File: config.mk
export PLATFORM = sky130hd
export DESIGN_NAME = score_frame_loader
export DESIGN_NICKNAME = d
export VERILOG_FILES = /design/src/rtl/score_frame_loader_pkg.sv /design/src/rtl/score_frame_loader.sv
export SDC_FILE = /design/constraint.sdc
export NUM_CORES = 1
export LEC_CHECK = 0
export CORE_ASPECT_RATIO = 2
export CORE_MARGIN = 4
export CORE_UTILIZATION = 53
export DETAILED_ROUTE_END_ITERATION = 8
export PLACE_DENSITY = 0.91
export SLEW_MARGIN = 20
export SYNTH_ARGS = -nofsm -noshare
export SYNTH_HDL_FRONTEND = slang
export SYNTH_SLANG_ARGS = --single-unit
File: constraint.sdc
create_clock -name clk -period 2.8 [get_ports clk]
set_input_delay 0.84 -clock clk [delete_from_list [all_inputs] [get_ports clk]]
set_output_delay 0.84 -clock clk [all_outputs]
set_load 0.03 [all_outputs]
File: src/rtl/score_frame_loader_pkg.sv
// Shared types and sizes for the score frame loader and the ranking stage.
package score_frame_loader_pkg;

    localparam int N_STU   = 7;
    localparam int SCORE_W = 4;
    localparam int OPT_W   = 3;
    localparam int A_W     = 2;
    localparam int B_W     = 3;
    localparam int CNT_W   = $clog2(N_STU);

    localparam logic [CNT_W-1:0] LAST_SLOT = CNT_W'(N_STU - 1);

    // One parallel frame: slot k of scores at bits [k*SCORE_W +: SCORE_W].
    typedef struct packed {
        logic [N_STU*SCORE_W-1:0] scores;
        logic [OPT_W-1:0]         opt;
        logic [A_W-1:0]           a;
        logic [B_W-1:0]           b;
    } frame_t;

    // Low bit position of a slot inside the packed score vector.
    function automatic int slot_lo(input logic [CNT_W-1:0] slot);
        return int'(slot) * SCORE_W;
    endfunction

endpackage

File: src/rtl/score_frame_loader.sv
// Packs seven 4-bit score beats into one frame. A shadow frame collects the
// incoming beats while the output register holds the previous frame for the
// ranking stage, so the next frame can load without waiting on downstream.
module score_frame_loader
    import score_frame_loader_pkg::*;
(
    input  logic                     clk,
    input  logic                     rst_n,
    input  logic                     in_valid,
    output logic                     in_ready,
    input  logic                     in_first,
    input  logic [SCORE_W-1:0]       in_score,
    input  logic [OPT_W-1:0]         in_opt,
    input  logic [A_W-1:0]           in_a,
    input  logic [B_W-1:0]           in_b,
    output logic                     out_valid,
    input  logic                     out_ready,
    output logic [N_STU*SCORE_W-1:0] out_scores,
    output logic [OPT_W-1:0]         out_opt,
    output logic [A_W-1:0]           out_a,
    output logic [B_W-1:0]           out_b,
    output logic                     frame_err
);

    logic [CNT_W-1:0] cnt;
    frame_t           frame_p0;
    logic             vld_p0;
    frame_t           frame_p1;
    logic             vld_p1;
    logic             in_ready_r;
    logic             frame_err_r;

    logic             accept;
    logic             transfer;
    logic             last_beat;
    logic             vld_p0_nxt;

    // in_ready is a register equal to !vld_p0, so accept and transfer are exclusive.
    assign accept     = in_valid && in_ready_r;
    assign transfer   = vld_p0 && (!vld_p1 || out_ready);
    assign last_beat  = accept && !in_first && (cnt == LAST_SLOT);
    assign vld_p0_nxt = transfer ? 1'b0 : (last_beat ? 1'b1 : vld_p0);

    // Stage p0: beat collection into the shadow frame, framing checks, in_ready.
    always_ff @(posedge clk or negedge rst_n) begin
        if (!rst_n) begin
            cnt         <= '0;
            frame_p0    <= '0;
            vld_p0      <= 1'b0;
            in_ready_r  <= 1'b1;
            frame_err_r <= 1'b0;
        end else begin
            vld_p0      <= vld_p0_nxt;
            in_ready_r  <= !vld_p0_nxt;
            frame_err_r <= 1'b0;
            if (accept) begin
                if (in_first) begin
                    // A first beat always restarts the frame; any partial is abandoned.
                    frame_p0.scores[slot_lo('0) +: SCORE_W] <= in_score;
                    frame_p0.opt <= in_opt;
                    frame_p0.a   <= in_a;
                    frame_p0.b   <= in_b;
                    cnt          <= CNT_W'(1);
                    frame_err_r  <= (cnt != '0);
                end else if (cnt == '0) begin
                    // Continuation beat with no frame open: dropped.
                    frame_err_r  <= 1'b1;
                end else begin
                    frame_p0.scores[slot_lo(cnt) +: SCORE_W] <= in_score;
                    cnt <= (cnt == LAST_SLOT) ? '0 : cnt + 1'b1;
                end
            end
        end
    end

    // Stage p1: output register acting as a one-entry skid toward the ranking stage.
    always_ff @(posedge clk or negedge rst_n) begin
        if (!rst_n) begin
            frame_p1 <= '0;
            vld_p1   <= 1'b0;
        end else if (transfer) begin
            frame_p1 <= frame_p0;
            vld_p1   <= 1'b1;
        end else if (vld_p1 && out_ready) begin
            vld_p1   <= 1'b0;
        end
    end

    assign in_ready   = in_ready_r;
    assign frame_err  = frame_err_r;
    assign out_valid  = vld_p1;
    assign out_scores = frame_p1.scores;
    assign out_opt    = frame_p1.opt;
    assign out_a      = frame_p1.a;
    assign out_b      = frame_p1.b;

endmodule

==> metrics.txt <==
Pint 3170 µW; row count 40; worst min-delay path startpoint vld_p0$_DFF_PN0_; Detailed Place HPWL 4940 µm; ANT cells 0; routed vias 2129; Layout fillers 429; Comb power frac 39.6%; Initial DRT Pass Iterations 4; sequential power share 36.8%; most frequent cells in the layout dfrtp_1, mux2_2, clkdlybuf4s50_1, nand3_1; Starting Density 55.1%; Pins Over Slew Limit 0; worst hold slack 494 ps; Peak VDD IR 0.750 mV; Achievable Freq 0.411 GHz; final instance area 4330 µm²; vias in the first global route 2282; share of layout cells above drive strength 1 29.6%; CTS-repair resized insts 0; die width 64.4 µm; flop2flop setup slack 630 ps; Num CTS Buffers 9; RSZ-0062 raised after global routing false; full die area 7770 µm²; Root Buffer clkbuf_16; crit path capture type output pin; routability cong. 0.920; Mapped Cells 242; Worst-Skew Late Latency 330 ps; Routed WL per cell 17.0 µm; period utilisation layout 86.8%; YS warnings 0; initial detailed-routing violation count 56; number of max-cap violations 0; Clock Sinks 79; Sw Share 35.0%; post-CTS setup buffers 0; Cell Area, Placed 4030 µm²; final hold vios 0; Avg Cell Area, Syn 13.9 µm²; synthesized area 3370 µm²; Setup TNS 0 ps; worst path required time 1960 ps; post-synthesis sequential area ratio 58.8%; DRC 0; fin crit period 2430 ps; Post-synth EDFFs 0; Crit path max-delay family buffers and inverters; status complete, no violations; Setup Crit Path Kind flip-flop to output pin; GRT Total Usage 19.3%; Synth cell types 31; r2r endpoint frame_p0[26]$_DFFE_PN0P_; FF+latch count, synth 79; Pwr Density 1130 nW/µm²; worst hold stages 1; clk_skew 6.02 ps; relative slew slack 57.4%; R2R cell count 8; P&R area growth vs syn 28.6%; number of port buffers 55; Pleak 0.00204 µW; # IOs 56; Clock Path Buffers 2; Die H 121 µm; CTS Hold Bufs 0; Net Sw Power 1710 µW; CP Cell Sequence clkdlybuf4s50_1; Worst-path clk slew 50 ps; worst slew pin tran 639 ps; setup violators final 0; largest net degree at the start of global routing 52; total power draw 4880 µW; WP data arrival 1590 ps; clock power share 23.5%; Via-to-Cell Ratio 5.39; most common cell after layout, fill and taps aside dfrtp_1; Net Count, Synth 267; crit path max-delay cell type clkdlybuf4s50_1; Buf/Inv on CP 1; CP peak stage delay 700 ps; Most used DFF post-synth dfrtp_1; antenna viol nets, final 0; fraction of registers with async set/reset 100%; routed wire length 6700 µm; HP Class flip-flop to flip-flop; Hold Path Sink in_ready$_DFF_PN1_; Worst R2R Start cnt[1]$_DFFE_PN0P_; global-route wire length before repair 11200 µm; GRT overflow 0; core footprint 6110 µm²; CP Launch Type flip-flop; initial antenna violation count 0; fin util 70.9%; H-tree depth 3; Max FO, Critical Path 6; TritonCTS clock tree done; nets@finish 331
how the worst max path moves through the flow:
| stage | depth (start not counted) | start | end | slack (ps) |
|---|---|---|---|---|
| floorplan | 8 | in_first | frame_p0[10]$_DFFE_PN0P_ | 380 |
| global placement | 6 | in_first | frame_p0[25]$_DFFE_PN0P_ | 210 |
| detailed placement | 6 | in_first | frame_p0[24]$_DFFE_PN0P_ | 160 |
| CTS | 1 | in_ready$_DFF_PN1_ | in_ready | 350 |
| global route | 1 | in_ready$_DFF_PN1_ | in_ready | 320 |
| finish | 1 | in_ready$_DFF_PN1_ | in_ready | 370 |
kinds of logic (layout without fill, tap and decap cells):
kind of cell / count (synthesis) / in the layout / share of synthesized area, %
AO/OA/AOI/OAI: 12 / 12 / 2.38
adder cells (fa/ha/maj): 8 / 8 / 2.97
buffers and inverters: 20 / 89 / 3.05
flip-flops: 79 / 79 / 58.8
multiplexers: 72 / 72 / 24.2
AND/OR/NAND/NOR: 51 / 51 / 8.62
state kept, by name, indices dropped and copies added (netlist names):
signal,count
frame_p0,36
out_scores,28
cnt,3
out_b,3
out_opt,3
out_a,2
frame_err,1
in_ready,1
out_valid,1
vld_p0,1
power by group through the flow:
stage                     logic, µW  clock network (µW)  registers [µW]
after floorplan                 882                   0            2160
after global placement         1890                   0            1790
after detailed placement       1940                   0            1820
after CTS                      1950                1170            1810
after global routing           2080                1210            1850
final                          1930                1150            1800
synth_stat cells (4+ instances only):
master / number / share of area [%]
and2_1: 7 / 1.3
and3_1: 4 / 0.74
buf_2: 4 / 0.59
dfrtp_1: 78 / 58
ha_1: 8 / 3.0
inv_1: 9 / 1.0
mux2_2: 60 / 20
mux2_4: 4 / 1.8
mux2i_1: 8 / 2.4
nand2_1: 8 / 0.89
nand3_1: 10 / 1.5
nand4_1: 5 / 0.93
nor3_1: 4 / 0.59
o211ai_1: 4 / 0.89
o21ai_0: 4 / 0.59
stage by stage:
| step | setup slack [ps] | cells |
|---|---|---|
| after global placement | 213 | 379 |
| after global routing | 323 | 395 |
| after detailed placement | 164 | 379 |
| after floorplan | 383 | 242 |
| final | 368 | 395 |
| after CTS | 346 | 395 |
layer usage:
layer | track usage, % | routed length [µm] | vias up
met3 | 4.74 | 304 | 13
met1 | 20.5 | 2420 | 1070
li1 | - | - | 986
met2 | 34.5 | 3780 | 60
met5 | 0 | 0 | -
met4 | 9.67 | 192 | 0
layout make-up:
type | instances | area, µm² | area share (%)
Tap cell | 84 | 105 | 2.43
Inverter | 9 | 33.8 | 0.780
Sequential cell | 79 | 1980 | 45.7
Clock inverter | 6 | 60.1 | 1.39
Multi-Input combinational cell | 143 | 1290 | 29.7
Clock buffer | 10 | 239 | 5.52
Timing Repair Buffer | 64 | 628 | 14.5
No activity file was read; power rests on OpenSTA's default activity.
